==> src/rtl/grayscale_pipe.sv <==
// Two-stage RGB-to-grayscale pipeline between an FWFT pixel FIFO and a gray FIFO.
// Per-pixel mode selects plain average or BT.601-style weighted luma.
module grayscale_pipe #(
  parameter int CHAN_WIDTH = 8,
  parameter int CNT_WIDTH  = 32
) (
  input  logic                    clock,
  input  logic                    reset,
  output logic                    in_rd_en,
  input  logic                    in_empty,
  input  logic [3*CHAN_WIDTH-1:0] in_dout,
  input  logic                    mode,
  output logic                    out_wr_en,
  input  logic                    out_full,
  output logic [CHAN_WIDTH-1:0]   out_din,
  output logic [CNT_WIDTH-1:0]    pix_count
);

  localparam int SW = CHAN_WIDTH + 2;
  localparam int PW = CHAN_WIDTH + 10;
  localparam logic [PW-1:0] W_R = PW'(77);
  localparam logic [PW-1:0] W_G = PW'(150);
  localparam logic [PW-1:0] W_B = PW'(29);

  logic                  s1_v_q, s1_v_d;
  logic [CHAN_WIDTH-1:0] s1_r_q, s1_r_d;
  logic [CHAN_WIDTH-1:0] s1_g_q, s1_g_d;
  logic [CHAN_WIDTH-1:0] s1_b_q, s1_b_d;
  logic                  s1_mode_q, s1_mode_d;
  logic                  s2_v_q, s2_v_d;
  logic [CHAN_WIDTH-1:0] s2_gray_q, s2_gray_d;
  logic [CNT_WIDTH-1:0]  cnt_q, cnt_d;

  logic                  en;
  logic [SW-1:0]         sum_avg;
  logic [PW-1:0]         sum_wt;
  logic [CHAN_WIDTH-1:0] gray_avg;
  logic [CHAN_WIDTH-1:0] gray_wt;
  logic [CHAN_WIDTH-1:0] gray_s1;

  // A bubble in S2 never blocks, so only a valid sample facing a full FIFO stalls.
  assign en        = ~(s2_v_q & out_full);
  assign in_rd_en  = ~reset & ~in_empty & en;
  assign out_wr_en = ~reset & s2_v_q & ~out_full;
  assign out_din   = s2_gray_q;
  assign pix_count = cnt_q;

  always_comb begin
    sum_avg  = SW'(s1_r_q) + SW'(s1_g_q) + SW'(s1_b_q);
    sum_wt   = W_R * PW'(s1_r_q) + W_G * PW'(s1_g_q) + W_B * PW'(s1_b_q);
    gray_avg = CHAN_WIDTH'(sum_avg / SW'(3));
    gray_wt  = CHAN_WIDTH'(sum_wt >> 8);
    gray_s1  = s1_mode_q ? gray_wt : gray_avg;
  end

  always_comb begin
    s1_v_d    = s1_v_q;
    s1_r_d    = s1_r_q;
    s1_g_d    = s1_g_q;
    s1_b_d    = s1_b_q;
    s1_mode_d = s1_mode_q;
    s2_v_d    = s2_v_q;
    s2_gray_d = s2_gray_q;
    cnt_d     = cnt_q;
    if (en) begin
      s1_v_d = in_rd_en;
      if (in_rd_en) begin
        s1_r_d    = in_dout[3*CHAN_WIDTH-1:2*CHAN_WIDTH];
        s1_g_d    = in_dout[2*CHAN_WIDTH-1:CHAN_WIDTH];
        s1_b_d    = in_dout[CHAN_WIDTH-1:0];
        s1_mode_d = mode;
      end
      s2_v_d    = s1_v_q;
      s2_gray_d = gray_s1;
    end
    if (out_wr_en) begin
      cnt_d = cnt_q + CNT_WIDTH'(1);
    end
  end

  always_ff @(posedge clock) begin
    if (reset) begin
      s1_v_q    <= 1'b0;
      s1_r_q    <= '0;
      s1_g_q    <= '0;
      s1_b_q    <= '0;
      s1_mode_q <= 1'b0;
      s2_v_q    <= 1'b0;
      s2_gray_q <= '0;
      cnt_q     <= '0;
    end else begin
      s1_v_q    <= s1_v_d;
      s1_r_q    <= s1_r_d;
      s1_g_q    <= s1_g_d;
      s1_b_q    <= s1_b_d;
      s1_mode_q <= s1_mode_d;
      s2_v_q    <= s2_v_d;
      s2_gray_q <= s2_gray_d;
      cnt_q     <= cnt_d;
    end
  end

endmodule

==> config.mk <==
export PLATFORM = sky130hd
export DESIGN_NAME = grayscale_pipe
export DESIGN_NICKNAME = d
export VERILOG_FILES = /design/src/rtl/grayscale_pipe.sv
export SDC_FILE = /design/constraint.sdc
export NUM_CORES = 1
export LEC_CHECK = 0
export CORE_UTILIZATION = 60
export CTS_BUF_LIST = sky130_fd_sc_hd__clkbuf_4 sky130_fd_sc_hd__clkbuf_8
export DETAILED_ROUTE_END_ITERATION = 10
export PLACE_DENSITY_LB_ADDON = 0.15
export SLEW_MARGIN = 10
export SYNTH_ARGS = -nofsm -noshare
export SYNTH_HDL_FRONTEND = slang
export SYNTH_SLANG_ARGS = --single-unit
export TNS_END_PERCENT = 100
==> constraint.sdc <==
create_clock -name clock -period 8.1 [get_ports clock]
set_input_delay 2.025 -clock clock [delete_from_list [all_inputs] [get_ports clock]]
set_output_delay 2.025 -clock clock [all_outputs]
set_load 0.02 [all_outputs]
Word level (Yosys, flattened, before mapping):

Cells that the tools add are included.

* flip-flop bits (word level): 67
* latch bits: 0
* RAM bits: 0
* memory bits (read-only): 0
* bits of input ports: 29
* output and inout bits: 42
* word-level logic and storage cells: 28
* memories: 0

* add/sub/neg operators: 5
* multipliers: 3
* divide/modulo/power cells: 1
* magnitude comparators: 0
* eq/ne operators: 0
* shift-type cells: 0
* multiplexer cells: 1
* bitwise logic cells: 9
* reductions and logical operators: 1

Operator list (count)
* $add A32 B1 Y32 const B: 1
* $mul A7 B8 Y15 const A: 2
* $add A15 B16 Y16: 1
* $add A16 B13 Y16: 1
* $mul A5 B8 Y13 const A: 1
* $add A9 B8 Y10: 1
* $div A10 B2 Y10 const B: 1
* $add A8 B8 Y9: 1
* $mux W8: 1
* $and A1 B1 Y1: 5
* $not A1 Y1: 4
* $reduce_and A2 Y1: 1

Logic depth before layout (Yosys ltp):

Gate-level depths: netlist of run 1.

* depth in word-level cells: 4
* mapped depth: 27
* mapped depth without buffers: 27

Worst setup path after synthesis of run 1:

OpenSTA, ideal clock, no wires.

* kind: flip-flop to flip-flop
* start point: reg s1_g_q[4]
* end point: reg s2_gray_q[7] (netlist: out_din[7])
* setup time: 78 ps
* data arrival time: 6049 ps
* required time: 8022 ps
* path slack: 1973 ps
* stages on the path, launching flop included: 25
* path buffers: 0
* clock period less this slack: 6127 ps
* cell sequence: dfxtp_1 -> ha_1 -> ha_1 -> inv_1 -> fa_1 -> fa_1 -> inv_1 -> ha_1 -> o21ai_0 -> a21boi_0 -> nor2_1 -> ha_1 -> inv_1 -> fa_1 -> fa_1 -> inv_1 -> fa_1 -> ha_1 -> and4_1 -> o311ai_0 -> nand2b_1 -> a21oi_1 -> xnor2_1 -> a21oi_1 -> nor3_1

* longest elaborated chain between the ends: 4
* elaborated cells between the ends (all ways): 7
* those cells by class: add/sub (4); mul (1); div (1); mux (1)

RTL lines
* start, declared: line 27 `logic [CHAN_WIDTH-1:0] s1_g_q, s1_g_d;`
* start signal, assigned: line 94 `s1_g_q <= s1_g_d;`
* $add A8 B8 Y9 or $mul A7 B8 Y15 (tied branches): line 49, 50
* $add A9 B8 Y10 or $add A15 B16 Y16 (tied branches): line 49, 50
* $div A10 B2 Y10 or $add A16 B13 Y16 (tied branches): line 51, 50
* $mux W8 *: line 53 `gray_s1 = s1_mode_q ? gray_wt : gray_avg;`
* end signal, assigned: line 98 `s2_gray_q <= s2_gray_d;`
* end, declared: line 31 `logic [CHAN_WIDTH-1:0] s2_gray_q, s2_gray_d;`

Mark *: on every way between the ends. The rest lies on a longest branch, timed or not.
A chain may end at the register's enable or synchronous reset.

Final worst setup path of run 1:

Ends and elaborated chain as after synthesis.

==> metrics.cfg, run 1 <==
[run_status]
status = finished, violations left
violations = DRC

[worst_setup_path]
critPathLaunchType = flop
cpLargestDelayFamily = adder cells
slowest_stage = dfxtp_1
worstPathRequired_ns = 8.39
reg2reg_from = s1_g_q[4]
critical_path_peak_fanout = 6
r2r_cells = 24
r2r_end = out_din[7]
cp-end-kind = flop
startpoint = s1_g_q[4]
crit_end = out_din[7]
cpPeakStageDelay_ns = 0.51
path_cells = ha_1 -> ha_1 -> inv_1 -> fa_1 -> fa_1 -> inv_1 -> ha_1 -> o21ai_0 -> a21boi_0 -> nor2_1 -> ha_1 -> inv_1 -> fa_1 -> fa_1 -> inv_1 -> fa_1 -> ha_1 -> and4_1 -> o311ai_0 -> nand2b_1 -> a21oi_1 -> xnor2_1 -> a21oi_1 -> nor3_1
r2r_setup_slack_ns = 1.29
cp.depth = 24
critPathKind = reg2reg
cp.buffers_inverters = 4
critPathArrivalTime_ns = 7.09

[clock_network]
cts_resized = 0
clk_latency_ns = 0.36
h-tree-depth = 3
cts.reportedPaths.clkPinSlew_ns = 0.08
clk_root_buffer_cell = clkbuf_8
clkSinkCount = 67
cts_tree = built
postCtsHoldBufs = 0
numCtsBuffers = 9
cts_buffer_depth = 2
post-cts-setup-buffers = 0

[timing]
final.min_clock_period_ns = 6.81
skew_ns = 0.00573
setup_viol = 0
max_slew_margin_pct = 39.9
hold-worst-slack_ns = 0.506
worst_pin_slew_ns = 0.895
finalHoldViolations = 0
setup_tns_ns = 0
drv_slew = 0
max_freq_ghz = 0.147
finalCritPeriodShare_pct = 84.0
rsz0062_at_grt = no

[grt]
grt_pass1_vias = 6197
grt_usage_pct = 29.1
grt_pass1_wl_mm = 28.9
grt-ovfl-total = 0
grt_max_degree = 70
antenna_found_initial = 0

[routing]
via_count = 6037
drt_wl_total_mm = 16.8
drt_iter0_markers = 436
ant_nets = 0
wl_per_cell_microns = 16.2
remaining_drc_errors = 8
drt-vias-per-instance = 5.82
dr.pass1.iters = 10

[synthesis]
synth-edff-count = 0
ys.flop_type = dfxtp_1
syn_nets = 1027
ys_top_cells_by_area = dfxtp_1 (19%), fa_1 (18%), ha_1 (16%)
async_flop_share_pct = 0
yosys_warnings = 0
syn_avg_cell_area_sq_um = 8.57
synth-seq-cells = 67
netlist_area_sq_mm = 0.00721
synth-seq-area-share_pct = 18.6
syn_inst = 841
synth_top_area_share_pct = 18.6
synth_top_cell_by_area = dfxtp_1
ys_types = 81

[power_and_ir_drop]
leakagePower_uw = 0.00378
powerDensity_mw_per_mm2 = 245
ir_drop_uv = 182

[final_layout]
drive_gt1_share_pct = 5.25
fin_nets = 1076
n_antenna_cell = 0
final_cells = 1038
syn_to_final_growth_pct = 13.2
nFillCells = 919
design_area_sq_mm = 0.00815

[die]
die_w_microns = 112
die_area_sq_mm = 0.0125
floorplan.initialDensity_pct = 62.3
core_sq_mm = 0.0116
rows = 39
num_io_pins = 71
chipHeight_microns = 112

[placement]
hpwl_mm = 13.4
dp_cells = 1022
dpl_cell_area_sq_mm = 0.00794
gp_congestion = 0.865
io_buffers = 70

[run]
cap_viol_max_count = 0

[hold_path]
hold_path_class = reg2reg

## cell families after synthesis
kind of cell / count (synthesis) / synth area share [%]
xor gates and xnor gates: 44 / 5.45
adders and majority gates: 157 / 33.9
and+or+nand+nor: 252 / 16.8
DFF: 67 / 18.6
muxes: 7 / 0.990
AOI/OAI and AO/OA: 151 / 15.3
buffers and inverters: 163 / 8.96
## worst reg2reg max path, cell delays in order (launching register included)
cell and delay, ns:
dfxtp_1 0.51, ha_1 0.30, ha_1 0.27, inv_1 0.05
fa_1 0.50, fa_1 0.51, inv_1 0.04, ha_1 0.32
o21ai_0 0.14, a21boi_0 0.29, nor2_1 0.10, ha_1 0.30
inv_1 0.06, fa_1 0.48, fa_1 0.49, inv_1 0.05
fa_1 0.48, ha_1 0.36, and4_1 0.24, o311ai_0 0.49
nand2b_1 0.17, a21oi_1 0.21, xnor2_1 0.13, a21oi_1 0.08
nor3_1 0.17
## per-stage QoR
step                power (uW)  setup slack [ns]  utilization, %
global route              2220             0.764            70.5
CTS                       2010              1.37            70.4
detailed placement        1690              1.44            68.6
floorplan                 1410              1.97               -
global placement          1630              1.65            68.6
finish                    2000              1.29            70.5
## report_power, final
group,internal (uW),switching (uW)
logic,567,750
clock network,147,148
registers,354,33.7
total,1070,931
## placed cells by master, fill, tap and decap left out, types with 4 or more instances in the layout
master	Yosys	final
and3_1	5	5
dfxtp_1	67	67
nor2b_1	5	5
o211ai_1	4	4
nor2_1	78	78
fa_1	64	64
clkdlybuf4s50_1	0	69
and2_1	5	5
xnor2_1	13	13
nand4_1	10	10
or4_1	5	5
or2_2	5	5
a21oi_1	29	29
and4_1	7	7
xor2_1	30	30
nor3_1	18	17
a31oi_1	5	5
a211o_1	4	4
o31ai_1	19	19
inv_1	128	128
nand2b_1	15	15
o21a_1	4	4
clkbuf_8	0	9
nand2_1	64	64
or3_1	8	8
a211oi_1	5	5
mux2i_1	6	6
ha_1	93	93
o21ai_0	36	36
nand3_1	21	21
## state kept, by name, indices dropped and copies added, names as in the netlist
register   flops
s2_v_q         1
s1_mode_q      1
out_din        8
pix_count     32
s1_v_q         1
s1_b_q         8
s1_r_q         8
s1_g_q         8
## worst min-delay path by stage
stage | endpoint | depth (start not counted) | from | slack (ns)
floorplan | s2_v_q | 2 | s1_v_q | 0.44
CTS | s2_v_q | 2 | s1_v_q | 0.50
global route | s1_v_q | 2 | s1_v_q | 0.54
global placement | s2_v_q | 2 | s1_v_q | 0.46
detailed placement | s2_v_q | 2 | s1_v_q | 0.48
finish | s2_v_q | 2 | s1_v_q | 0.51
## layout make-up
cell class	count	area, sq um	area share, %
inverters	129	484	5.94
multi-input cells	611	5230	64.2
repair buffers	72	711	8.72
well taps	143	179	2.19
clock buffers	9	124	1.52
flip-flops and latches	67	1340	16.4
clock inverters	7	83.8	1.03
## synth_stat cells (6+ instances only)
master / instances
a21oi_1: 29
and4_1: 7
clkbuf_1: 24
dfxtp_1: 67
fa_1: 64
ha_1: 93
inv_1: 128
mux2i_1: 6
nand2_1: 64
nand2b_1: 15
nand3_1: 21
nand4_1: 10
nor2_1: 78
nor3_1: 18
o21ai_0: 36
o31ai_1: 19
or3_1: 8
xnor2_1: 13
xor2_1: 30
## metal layers
layer,vias to the layer above,global-route usage [%],wire [microns]
met5,-,0,0
met4,0,10.9,396
met3,31,5.33,736
met2,140,50.2,8300
met1,2929,36.3,7380
li1,2937,-,-
(Power assumes the default switching activity.)
==> run 2, diff against run 1 <==
==> constraint.sdc (replaced) <==
create_clock -name clock -period 6.75 [get_ports clock]
set_input_delay 1.6875 -clock clock [delete_from_list [all_inputs] [get_ports clock]]
set_output_delay 1.6875 -clock clock [all_outputs]
set_load 0.02 [all_outputs]
==> run 2 against run 1 <==
  * The flow still finishes with violations (DRC)
  * Sequential share of layout area down 0.095 points
  * Clock-buffer cell count stayed put
  * Core utilization increased by 0.54 points
  * Fmax up 6.1%
  * Hold slack worse by 0.0024 ns
  * Die area stayed put
  * Clock skew grew 0.0069 ns
  * Clock power grew 32%
  * Design area rose by 0.77%
  * Sequential power rose by 20%
  * Combinational power rose by 23%
  * Critical endpoint unchanged
  * Highest routed layer unchanged
==> metrics.cfg, run 2 (synthesis gave the netlist of run 1 again) <==
[grt]
grt_max_degree = 51  ; was 70
grt_pass1_wl_mm = 29.9  ; was 28.9 mm
grt_usage_pct = 29.9  ; was 29.1%
grt-ovfl-total = 0  ; unchanged
grt_pass1_vias = 6391  ; was 6197
antenna_found_initial = 0  ; unchanged

[routing]
top_layer = met4  ; unchanged
drt-met1-wl_mm = 7.30  ; was 7.38 mm
remaining_drc_errors = 8  ; unchanged
dr.pass1.iters = 9  ; was 10
drt_wl_total_mm = 17.3  ; was 16.8 mm
met2_length_mm = 8.60  ; was 8.30 mm
drt-vias-per-instance = 5.87  ; was 5.82
drt_iter0_markers = 441  ; was 436
met3_length_microns = 855  ; was 736 microns
via_count = 6118  ; was 6037
ant_nets = 0  ; unchanged
wl_per_cell_microns = 16.6  ; was 16.2 microns

[run]
cap_viol_max_count = 0  ; unchanged

[clock_network]
clk_root_buffer_cell = clkbuf_8  ; unchanged
cts_resized = 0  ; unchanged
cts_buffer_depth = 2  ; unchanged
cts.reportedPaths.clkPinSlew_ns = 0.09  ; was 0.08 ns
clkSinkCount = 67  ; unchanged
h-tree-depth = 3  ; unchanged
numCtsBuffers = 9  ; unchanged
postCtsHoldBufs = 0  ; unchanged
post-cts-setup-buffers = 0  ; unchanged
cts_tree = built  ; unchanged
clk_latency_ns = 0.36  ; about the same

[timing]
final.min_clock_period_ns = 6.41  ; was 6.81 ns
finalCritPeriodShare_pct = 95.0  ; was 84.0%
setup_viol = 0  ; unchanged
rsz0062_at_grt = no  ; unchanged
drv_slew = 0  ; unchanged
max_slew_margin_pct = 42.7  ; was 39.9%
max_freq_ghz = 0.156  ; was 0.147 GHz
worst_pin_slew_ns = 0.853  ; was 0.895 ns
finalHoldViolations = 0  ; unchanged
skew_ns = 0.0126  ; was 0.00573 ns
setup_tns_ns = 0  ; unchanged

[placement]
dp_cells = 1027  ; was 1022
hpwl_mm = 13.7  ; was 13.4 mm
gp_congestion = 0.898  ; was 0.865
io_buffers = 70  ; unchanged

[worst_setup_path]
r2r_setup_slack_ns = 0.34  ; was 1.29 ns
startpoint = s1_g_q[1]  ; was s1_g_q[4]
critPathKind = reg2reg  ; unchanged
r2r_cells = 25  ; was 24
critPathLaunchType = flop  ; unchanged
critical_path_peak_fanout = 5  ; was 6
worstPathRequired_ns = 7.01  ; was 8.39 ns
critPathArrivalTime_ns = 6.67  ; was 7.09 ns
reg2reg_from = s1_g_q[1]  ; was s1_g_q[4]
cp-end-kind = flop  ; unchanged
r2r_end = out_din[7]  ; unchanged

[final_layout]
syn_to_final_growth_pct = 14.0  ; was 13.2%
layout_common_cells = inv_1 (128), ha_1 (93), nor2_1 (78)  ; unchanged
drive_gt1_share_pct = 6.11  ; was 5.25%
final_common_cell = inv_1  ; unchanged
n_antenna_cell = 0  ; unchanged
fin_nets = 1081  ; was 1076
nFillCells = 887  ; was 919
final_cells = 1043  ; was 1038
largest_reg_flops = 32  ; unchanged

[die]
floorplan.initialDensity_pct = 62.3  ; unchanged
num_io_pins = 71  ; unchanged
chipHeight_microns = 112  ; unchanged
die_w_microns = 112  ; unchanged
die_area_sq_mm = 0.0125  ; unchanged
rows = 39  ; unchanged
core_sq_mm = 0.0116  ; unchanged

[hold_path]
min_from = s1_v_q  ; unchanged
hold_end = s2_v_q  ; unchanged
hold_path_class = reg2reg  ; unchanged
hold_depth = 2  ; unchanged

[run_status]
status = finished, violations left  ; unchanged
violations = DRC  ; unchanged

[power_and_ir_drop]
leakagePower_uw = 0.00381  ; was 0.00378 uW
powerDensity_mw_per_mm2 = 301  ; was 245 mW/mm^2
ir_drop_uv = 209  ; was 182 uV

[run 2: changes by cell type in the layout (fill, tap and decap cells not counted), moves of 2 or more]
| cell | change |
|---|---|
| dfxtp_1 | -2 |
| a21boi_1 | +2 |
| dfxtp_2 | +2 |
| a21boi_0 | -2 |
| inv_6 | -2 |
| buf_4 | +5 |
[run 2: worst max-delay path, cell delays in order, from the launching register on]
cell and delay [ns]:
dfxtp_1 0.51, ha_1 0.32, ha_1 0.30, ha_1 0.29, ha_1 0.34, nor2b_1 0.14, o21ai_0 0.26, a21boi_1 0.13
o21ai_0 0.23, nand2_1 0.09, nor2_1 0.10, nor2_1 0.05, ha_1 0.27, inv_1 0.05, fa_1 0.46, fa_1 0.49
inv_1 0.06, fa_1 0.47, ha_1 0.35, and4_1 0.26, o311ai_2 0.34, nand2b_1 0.13, a21oi_1 0.20, xnor2_1 0.14
a21oi_1 0.08, nor3_1 0.25
[run 2: worst max-delay path by stage]
stage                 end  slack (ns)  cells past startpoint
5_1_grt        out_din[7]       0.009                     25
6_report       out_din[7]        0.34                     25
3_5_place_dp   out_din[7]        0.14                     25
3_3_place_gp   out_din[7]        0.34                     24
4_1_cts        out_din[7]        0.03                     25
2_1_floorplan  out_din[7]        0.62                     24
[run 2: area by class of cell]
| class | count | area [sq um] | area share [%] |
|---|---|---|---|
| inverter | 129 | 484 | 5.89 |
| sequential | 67 | 1340 | 16.4 |
| clock inverter | 7 | 101 | 1.23 |
| tap | 143 | 179 | 2.18 |
| timing repair buffer | 77 | 748 | 9.11 |
| multi-input combinational | 611 | 5240 | 63.7 |
| clock buffer | 9 | 124 | 1.51 |
[run 2: power breakdown]
part	internal [uW]	switching, uW	total [uW]
clock network	211	179	390
logic	693	924	1620
registers	425	38.6	464
total	1330	1140	2470
[run 2: metal layers]
| metal | up-vias | GRT usage, % |
|---|---|---|
| li1 | 2946 | - |
| met1 | 2951 | 35.6 |
| met2 | 177 | 52.9 |
| met3 | 44 | 5.66 |
| met4 | 0 | 12.8 |
| met5 | - | 0 |
[run 2: metrics by stage]
step                total power [uW]  cell area, sq um  setup slack [ns]  hold slack [ns]  utilization [%]
finish                          2470              8220             0.335            0.504             71.0
global route                    2750              8220           0.00880            0.534             71.0
CTS                             2460              8200            0.0287            0.502             70.9
detailed placement              2040              7980             0.141            0.464             69.0
global placement                1970              7980             0.344            0.448             69.0
floorplan                       1690              7210             0.623            0.441                -
==> run 3, diff against run 2 <==
--- a/config.mk
+++ b/config.mk
@@ -9,6 +9,7 @@
 export CTS_BUF_LIST = sky130_fd_sc_hd__clkbuf_4 sky130_fd_sc_hd__clkbuf_8
 export DETAILED_ROUTE_END_ITERATION = 10
 export PLACE_DENSITY_LB_ADDON = 0.15
+export REMOVE_ABC_BUFFERS = 1
 export SLEW_MARGIN = 10
 export SYNTH_ARGS = -nofsm -noshare
 export SYNTH_HDL_FRONTEND = slang
==> run 3 against run 2 <==
  * The flow still finishes with violations (DRC)
  * Die area is the same
  * Via count shrank 1.0%
  * Sequential power is essentially flat
  * First-iteration DRC count shrank 9.5%
  * Register-to-register slack is essentially flat
  * Core utilization shrank 0.29 points
  * Total power shrank 2.6%
  * Clock skew shrank 0.0048 ns
  * Cell count shrank 0.19%
  * Design area shrank 0.41%
==> metrics.cfg, run 3 (synthesis gave the netlist of run 1 again) <==
[routing]
wl_per_cell_microns = 16.0  ; was 16.6 microns
drt_iter0_markers = 399  ; was 441
drt_wl_total_mm = 16.6  ; was 17.3 mm
dr.pass1.iters = 11  ; was 9
via_count = 6055  ; was 6118
ant_nets = 0  ; unchanged
remaining_drc_errors = 9  ; was 8
drt-vias-per-instance = 5.82  ; was 5.87

[grt]
grt-ovfl-total = 0  ; unchanged
grt_usage_pct = 28.5  ; was 29.9%
grt_pass1_wl_mm = 28.7  ; was 29.9 mm
grt_pass1_vias = 6146  ; was 6391
grt_max_degree = 51  ; unchanged
antenna_found_initial = 0  ; unchanged

[run]
cap_viol_max_count = 0  ; unchanged

[worst_setup_path]
critPathArrivalTime_ns = 6.72  ; was 6.67 ns
critPathLaunchType = flop  ; unchanged
slowest_stage = fa_1  ; was dfxtp_1
worstPathRequired_ns = 7.05  ; was 7.01 ns
critPathKind = reg2reg  ; unchanged
path_cells = ha_1 -> ha_1 -> inv_1 -> fa_1 -> fa_1 -> inv_1 -> ha_1 -> o21ai_0 -> a21boi_1 -> nor2_1 -> ha_1 -> inv_1 -> fa_1 -> fa_1 -> inv_1 -> fa_1 -> ha_1 -> and4_1 -> o311ai_2 -> nand2b_1 -> a21oi_1 -> xnor2_1 -> a21oi_1 -> nor3_1
critical_path_peak_fanout = 5  ; unchanged
cp-end-kind = flop  ; unchanged
cpPeakStageDelay_ns = 0.51  ; about the same
r2r_setup_slack_ns = 0.33  ; was 0.34 ns

[run_status]
status = finished, violations left  ; unchanged
violations = DRC  ; unchanged

[die]
chipHeight_microns = 112  ; unchanged
rows = 39  ; unchanged
core_sq_mm = 0.0116  ; unchanged
die_w_microns = 112  ; unchanged
num_io_pins = 71  ; unchanged
die_area_sq_mm = 0.0125  ; unchanged
floorplan.initialDensity_pct = 62.3  ; unchanged

[placement]
dp_slack_ns = 0.124  ; was 0.141 ns
io_buffers = 70  ; unchanged
gp_congestion = 0.836  ; was 0.898
hpwl_mm = 13.1  ; was 13.7 mm

[final_layout]
n_antenna_cell = 0  ; unchanged
final_common_cell = inv_1  ; unchanged
layout_common_cells = inv_1 (128), ha_1 (93), nor2_1 (78)  ; unchanged
fin_nets = 1079  ; was 1081
fin_util_pct = 70.8  ; was 71.0%
drive_gt1_share_pct = 5.79  ; was 6.11%
syn_to_final_growth_pct = 13.6  ; was 14.0%
largest_reg_flops = 32  ; unchanged

[timing]
max_freq_ghz = 0.156  ; about the same
setup_tns_ns = 0  ; unchanged
max_slew_margin_pct = 44.1  ; was 42.7%
drv_slew = 0  ; unchanged
finalCritPeriodShare_pct = 95.1  ; was 95.0%
hold-worst-slack_ns = 0.481  ; was 0.504 ns
setup_viol = 0  ; unchanged
rsz0062_at_grt = no  ; unchanged
finalHoldViolations = 0  ; unchanged
skew_ns = 0.00777  ; was 0.0126 ns
worst_pin_slew_ns = 0.836  ; was 0.853 ns
final.min_clock_period_ns = 6.42  ; was 6.41 ns
fin_ws_ns = 0.334  ; was 0.335 ns

[power_and_ir_drop]
ir_drop_uv = 150  ; was 209 uV
leakagePower_uw = 0.00380  ; was 0.00381 uW
powerDensity_mw_per_mm2 = 294  ; was 301 mW/mm^2
total_power_uw = 2410  ; was 2470 uW

[clock_network]
numCtsBuffers = 9  ; unchanged
post-cts-setup-buffers = 0  ; unchanged
clk_latency_ns = 0.37  ; was 0.36 ns
cts.reportedPaths.clkPinSlew_ns = 0.08  ; was 0.09 ns
cts_tree = built  ; unchanged
clk_root_buffer_cell = clkbuf_8  ; unchanged
clkSinkCount = 67  ; unchanged
cts_buffer_depth = 2  ; unchanged
h-tree-depth = 3  ; unchanged

[hold_path]
hold_path_class = reg2reg  ; unchanged

run 3: through the flow:
step	std cells	area, sq um
floorplan	807	7040
global placement	1025	7960
detailed placement	1025	7960
CTS	1041	8170
global route	1041	8180
finish	1041	8180
run 3: path summary, 6_finish.rpt:
kind,startpoint,to,cells after the start
setup / recovery,s1_g_q[6],out_din[7],24
hold / removal,s1_v_q,s2_v_q,2
setup reg to reg,s1_g_q[6],out_din[7],24
hold reg to reg,s1_v_q,s2_v_q,2
run 3: critical path: cells and delay by family, from the launching register on:
family	cells	cell delay (ns)
compound gates	5	1.01
xor+xnor	1	0.14
fa+ha+maj	10	3.93
simple gates	4	0.63
buf+inv	4	0.20
flops	1	0.45
run 3: where the power goes:
part           internal, uW  switching [uW]
registers               425            38.5
logic                   687             892
clock network           184             179
run 3: cell type report:
class | count | area (sq um)
inverters | 129 | 484
clock inverters | 6 | 73.8
clock buffers | 10 | 138
repair buffers | 75 | 733
fillers | 904 | 3380
well taps | 143 | 179
flip-flops and latches | 67 | 1340
multi-input cells | 611 | 5230
run 3: per-layer routing:
metal,share of wire (%),vias to the layer above,global-route usage (%)
li1,-,2940,-
met2,49,141,50.2
met5,0,-,0
met4,2.7,0,11.5
met1,44,2933,35.6
met3,3.5,41,3.59
run 3: what timing repair did:
item                       in CTS  in global routing
setup endpoints to repair       0                  4
resized for setup               0                  6
hold buffers                    0                  0
